`src/rtl/delayed_event_array.sv`:
```
`default_nettype none
// ============================================================================
// Module   : delayed_event_array
// Purpose  : CH independent delayed-event channels. Each channel is armed by a
//            start strobe with its own delay and emits a one-clock on_event
//            pulse plus before/after level flags. Supports one-shot or
//            periodic mode, retrigger and cancel.
// Revision : 1.0 - initial release
// ============================================================================
module delayed_event_array #(
    parameter int CH    = 4,
    parameter int CNT_W = 16
) (
    input  logic                  clk,
    input  logic                  rst,
    input  logic                  ena,
    input  logic [CH-1:0]         start,
    input  logic [CH-1:0]         cancel,
    input  logic [CH*CNT_W-1:0]   delay,
    input  logic [CH-1:0]         periodic,
    output logic [CH-1:0]         on_event,
    output logic [CH-1:0]         before_event,
    output logic [CH-1:0]         after_event,
    output logic                  busy
);

    localparam logic [CNT_W-1:0] c_CNT_ONE = {{(CNT_W-1){1'b0}}, 1'b1};

    typedef enum logic [1:0] {
        ST_IDLE  = 2'd0,
        ST_COUNT = 2'd1,
        ST_DONE  = 2'd2
    } state_t;

    logic [CH-1:0] w_fire;
    logic [CH-1:0] w_before_nxt;
    logic [CH-1:0] w_after_nxt;

    generate
        for (genvar g = 0; g < CH; g++) begin : g_ch
            state_t           r_state, w_state_nxt;
            logic [CNT_W-1:0] r_cnt, w_cnt_nxt;
            logic [CNT_W-1:0] r_dly, w_dly_nxt;
            logic             r_per, w_per_nxt;
            logic             w_fire_ch, w_before_ch, w_after_ch;
            logic [CNT_W-1:0] w_dly_in;

            assign w_dly_in        = delay[g*CNT_W +: CNT_W];
            assign w_fire[g]       = w_fire_ch;
            assign w_before_nxt[g] = w_before_ch;
            assign w_after_nxt[g]  = w_after_ch;

            // Channel state, counter and latched arm settings.
            always_ff @(posedge clk) begin
                if (rst) begin
                    r_state <= ST_IDLE;
                    r_cnt   <= '0;
                    r_dly   <= '0;
                    r_per   <= 1'b0;
                end else begin
                    r_state <= w_state_nxt;
                    r_cnt   <= w_cnt_nxt;
                    r_dly   <= w_dly_nxt;
                    r_per   <= w_per_nxt;
                end
            end

            // Next-state logic: cancel beats start beats counting. The start
            // edge itself counts as the first enabled cycle, so a delay of D
            // yields on_event D+1 cycles after the start cycle (D=0 fires at
            // once); periodic reloads use the full delay to give period D+1.
            always_comb begin
                w_state_nxt = r_state;
                w_cnt_nxt   = r_cnt;
                w_dly_nxt   = r_dly;
                w_per_nxt   = r_per;
                w_fire_ch   = 1'b0;
                w_before_ch = before_event[g];
                w_after_ch  = after_event[g];

                if (cancel[g]) begin
                    w_state_nxt = ST_IDLE;
                    w_cnt_nxt   = '0;
                    w_before_ch = 1'b0;
                    w_after_ch  = 1'b0;
                end else if (start[g]) begin
                    w_dly_nxt  = w_dly_in;
                    w_per_nxt  = periodic[g];
                    w_after_ch = 1'b0;
                    if (ena && (w_dly_in == '0)) begin
                        w_fire_ch  = 1'b1;
                        w_after_ch = 1'b1;
                        w_cnt_nxt  = '0;
                        if (periodic[g]) begin
                            w_state_nxt = ST_COUNT;
                            w_before_ch = 1'b1;
                        end else begin
                            w_state_nxt = ST_DONE;
                            w_before_ch = 1'b0;
                        end
                    end else begin
                        w_state_nxt = ST_COUNT;
                        w_before_ch = 1'b1;
                        w_cnt_nxt   = ena ? (w_dly_in - c_CNT_ONE) : w_dly_in;
                    end
                end else if ((r_state == ST_COUNT) && ena) begin
                    if (r_cnt == '0) begin
                        w_fire_ch  = 1'b1;
                        w_after_ch = 1'b1;
                        if (r_per) begin
                            w_cnt_nxt   = r_dly;
                            w_before_ch = 1'b1;
                        end else begin
                            w_state_nxt = ST_DONE;
                            w_before_ch = 1'b0;
                        end
                    end else begin
                        w_cnt_nxt = r_cnt - c_CNT_ONE;
                    end
                end
            end
        end
    endgenerate

    // Registered outputs; busy is derived from next-cycle before flags so it
    // lines up exactly with before_event.
    always_ff @(posedge clk) begin
        if (rst) begin
            on_event     <= '0;
            before_event <= '0;
            after_event  <= '0;
            busy         <= 1'b0;
        end else begin
            on_event     <= w_fire;
            before_event <= w_before_nxt;
            after_event  <= w_after_nxt;
            busy         <= |w_before_nxt;
        end
    end

endmodule
`default_nettype wire

```
`config.mk`:
```
export PLATFORM = sky130hd
export DESIGN_NAME = delayed_event_array
export DESIGN_NICKNAME = d
export VERILOG_FILES = /design/src/rtl/delayed_event_array.sv
export SDC_FILE = /design/constraint.sdc
export NUM_CORES = 1
export LEC_CHECK = 0
export ABC_AREA = 1
export CORE_MARGIN = 2
export CORE_UTILIZATION = 64
export DETAILED_ROUTE_END_ITERATION = 12
export GPL_TIMING_DRIVEN = 1
export PLACE_DENSITY = 0.85
export SETUP_SLACK_MARGIN = 0.5
export SLEW_MARGIN = 20
export SYNTH_ARGS = -nofsm -noshare
export SYNTH_HDL_FRONTEND = slang
export SYNTH_SLANG_ARGS = --single-unit
```
`constraint.sdc`:
```
create_clock -name clk -period 3.23 [get_ports clk]
set_input_delay 0.4845 -clock clk [delete_from_list [all_inputs] [get_ports clk]]
set_output_delay 0.4845 -clock clk [all_outputs]
set_load 0.01 [all_outputs]
```
==> impl_summary.txt <==
----------------------------------------------------
[Run status]
  Outcome ... finished, final reports clean

[Drt]
  Routed vias/inst ... 5.60
  Drt pass-1 iters ... 6
  # DRC ... 0
  Wire length per cell ... ~15 µm
  Detail Route Antenna Nets ... 0
  Number of DRC markers after the initial detailed-route iteration ... 1204
  Drt total wl ... 29200 µm
  Routed vias ... 11252

[Pwr]
  Worst vdd rail ir drop ... 0.467 mV
  Power density over cell area ... 499 mW/mm²
  Leak pwr ... 5.70 nW

[Clock network]
  Clock tree from TritonCTS ... done
  Clock sink count ... 153
  Number of buffers added for setup after CTS ... 0
  Post-cts hold buffer count ... 0
  H-tree levels ... 4
  Clock latency reported for the late side of the worst-skew pair ... 0.44 ns
  Clock buffer count from CTS ... 17
  Clock tree buffer depth ... 2
  Clock tree root driver cell ... sky130_fd_sc_hd__clkbuf_16
  Post-cts repair resize count ... 0
  Clock transition at path regs ... 0.06 ns

[Final layout]
  Cell Count, Final, Fillers Out ... 2009
  Area added between synthesis and finish ... 15.4%
  Post-layout nets ... between 1500 and 2000
  Fraction of layout cells with a size suffix above 1 ... 0.0775
  # diodes ... 0
  Most frequent cells in the layout ... sky130_fd_sc_hd__nand2_1, sky130_fd_sc_hd__nor2_1, sky130_fd_sc_hd__inv_1
  Most common cell after layout, fill and taps aside ... sky130_fd_sc_hd__nand2_1

[Floorplan]
  Total Die Area ... 0.0173 mm²
  Starting Density ... 0.657
  Die outline height ... 132 µm
  Cell Rows ... 46
  Horizontal die dimension ... 132 µm
  I/O pin count ... 92
  Core region area ... 0.0159 mm²

[Synth]
  Syn Inst Count ... about 1700
  Cell taking the most area after synthesis ... sky130_fd_sc_hd__dfxtp_1
  Parity-gate share of the synthesized area counting xor and xnor cells ... 0.0336
  Adder-cell area share of the yosys netlist ... 0.0192
  Mapped Nets ... 1803
  Number of distinct library cells after synthesis ... 42
  Prevailing post-synth register cell ... sky130_fd_sc_hd__dfxtp_1
  Count of flip-flops with a built-in enable after synthesis ... 0
  Portion of synthesized cell area occupied by the leading cell type ... 0.294
  Post-synthesis share of cell area spent on and, or, nand and nor gates ... 0.381
  Average instance area after synthesis ... 6.11 µm²
  Synthesis warning total ... 0
  Fraction of the mapped netlist area in compound gates ... 0.165
  Sequential fraction of the synthesis area ... 0.294
  Yosys reg bits ... 153
  Post-Synthesis Cell Area ... 0.0104 mm²
  Share of cell area taken by muxes after synthesis ... 0
  Share of async-settable or async-resettable flops after synthesis ... 0
  Main combinational cell family by area after synthesis ... simple AND/OR/NAND/NOR gates
  Main area contributors after synthesis ... sky130_fd_sc_hd__dfxtp_1, sky130_fd_sc_hd__nand2_1, sky130_fd_sc_hd__nor2_1

[Job]
  Count of max-cap constraint violations ... 0

[Timing]
  Hold WS ... about 0.46 ns
  Finish-stage setup viols ... 0
  Total negative setup slack ... 0 ns
  Measured slew at the worst slew-check pin ... 0.610 ns
  Timing-limited maximum frequency ... between 400 and 500 MHz
  Unrepaired setup endpoints after global routing ... false
  Worst rel slew slack ... 0.593
  Min cycle time layout ... 2.31 ns
  Worst setup skew after layout ... around 0.0084 ns
  Final number of max-transition violations ... 0
  Period utilization ... 0.714
  Hold violation total from the final report ... 0

[Worst setup path]
  Cell type group with the largest total delay on the critical path ... buffers and inverters
  CP bufs+invs ... 3
  Req. time, crit path ... 3.57 ns
  Arrival time of the worst setup path ... 2.65 ns
  Critical path endpoint category ... flip-flop
  WS Path Type ... primary input to flip-flop
  Cells traversed along the worst timing path ... clkdlybuf4s50_1, inv_4, nor3_2, or2_2, nand2_2, inv_2, o21ai_1, nor2_1, nor2_1
  Crit path largest cell delay ... a little under 0.8 ns
  Cell type of the slowest stage on the worst timing path ... sky130_fd_sc_hd__clkdlybuf4s50_1
  Largest fanout on the critical path ... 17
  Dominant cell type by count on the critical path ... sky130_fd_sc_hd__nor2_1
  Category of the worst setup path launch point ... primary input

[Worst hold path]
  Path category of the worst min-delay check ... flip-flop to flip-flop

[Global route]
  Maximum number of pins on one net before global-route repair ... 38
  Final global-route overflow total ... 0
  Total routing usage reported by global routing ... 0.336
  Number of global-route vias before repair ... approximately 10000
  Antenna violations before repair ... 0
  Global-route wire length before repair ... 48800 µm

[Placed design]
  GPL Wtd Cong ... 0.942
  HPWL Detailed ... 21100 µm
  Total of buffers placed on input and output ports ... 91
  Placed cell count ... just under 2000

----------------------------------------------------
## metrics by stage
stage / area, µm² / util / power [W] / worst slack [ns]
after global routing: 12000 / 0.758 / 0.00630 / 0.786
after detailed placement: 11400 / 0.719 / 0.00389 / 0.525
final: 12000 / 0.758 / 0.00601 / 0.923
after floorplan: 10400 / - / 0.00344 / 1.53
after CTS: 12000 / 0.758 / 0.00597 / 0.976
after global placement: 11400 / 0.719 / 0.00385 / 0.591
## Yosys cell counts (all sizes together) (5+ instances only)
cell and number:
inv 209, nor2 323, xor2 29, nand3b 8, or2 19, clkinv 5
a21oi 110, buf 34, nand3 161, o21ai 186, clkbuf 21, o21bai 7
nor3 14, xnor2 11, nand4 19, dfxtp 153, ha 16, o211ai 17
nand2 361
## worst register-to-register path, stage by stage, from the launching register on
cell and delay (ns):
sky130_fd_sc_hd__dfxtp_1 0.34, sky130_fd_sc_hd__nor2_2 0.18, sky130_fd_sc_hd__nand2_1 0.12, sky130_fd_sc_hd__nor2_1 0.16
sky130_fd_sc_hd__nand3_1 0.36, sky130_fd_sc_hd__buf_4 0.37, sky130_fd_sc_hd__o21ai_0 0.22, sky130_fd_sc_hd__a21oi_1 0.07
sky130_fd_sc_hd__nor2_1 0.09, sky130_fd_sc_hd__nor2_1 0.04
## power by group
part           switching [W]  total, W  internal, W
clock               0.000834   0.00211      0.00128
sequential         0.0000947   0.00211      0.00201
combinational        0.00115   0.00179     0.000642
## final timing paths
| kind | startpoint | slack [ns] | cells past startpoint | to |
|---|---|---|---|---|
| worst max-delay path | ena | 0.92 | 9 | g_ch[1].r_cnt[9] |
| worst min-delay path | after_event[3] | 0.46 | 2 | after_event[3] |
| worst max register to register | g_ch[0].r_cnt[4] | 1.18 | 9 | g_ch[0].r_cnt[8] |
| worst min register to register | after_event[3] | 0.46 | 2 | after_event[3] |
## metal layers
metal,vias up,global-route usage,wire length [µm]
met5,-,0,0
met4,0,0.130,614
met3,55,0.0428,1840
met2,430,0.561,13900
met1,5124,0.444,12900
li1,5643,-,-
## cell type report
| cell class | count | area [µm²] |
|---|---|---|
| fill | 1342 | 3850 |
| clock buffer | 22 | 474 |
| inverter | 214 | 808 |
| multi-input combinational | 1286 | 6240 |
| clock inverter | 10 | 143 |
| timing repair buffer | 108 | 1040 |
| tap | 216 | 270 |
| sequential | 153 | 3060 |
## registers in the layout (all words and copies together) (netlist names)
register,count
after_event,4
before_event,4
busy,1
g_ch.r_cnt,64
g_ch.r_dly,64
g_ch.r_per,4
g_ch.r_state,8
on_event,4
## cell families (layout without fill, tap and decap cells)
kind of cell               count (synthesis)  in the layout
and+or+nand+nor                          906            906
buffers and inverters                    269            354
AOI/OAI and AO/OA                        324            324
DFF                                      153            153
adders and majority gates                 16             16
xor gates and xnor gates                  40             40
Note: power is estimated with default switching activity, not from simulation.
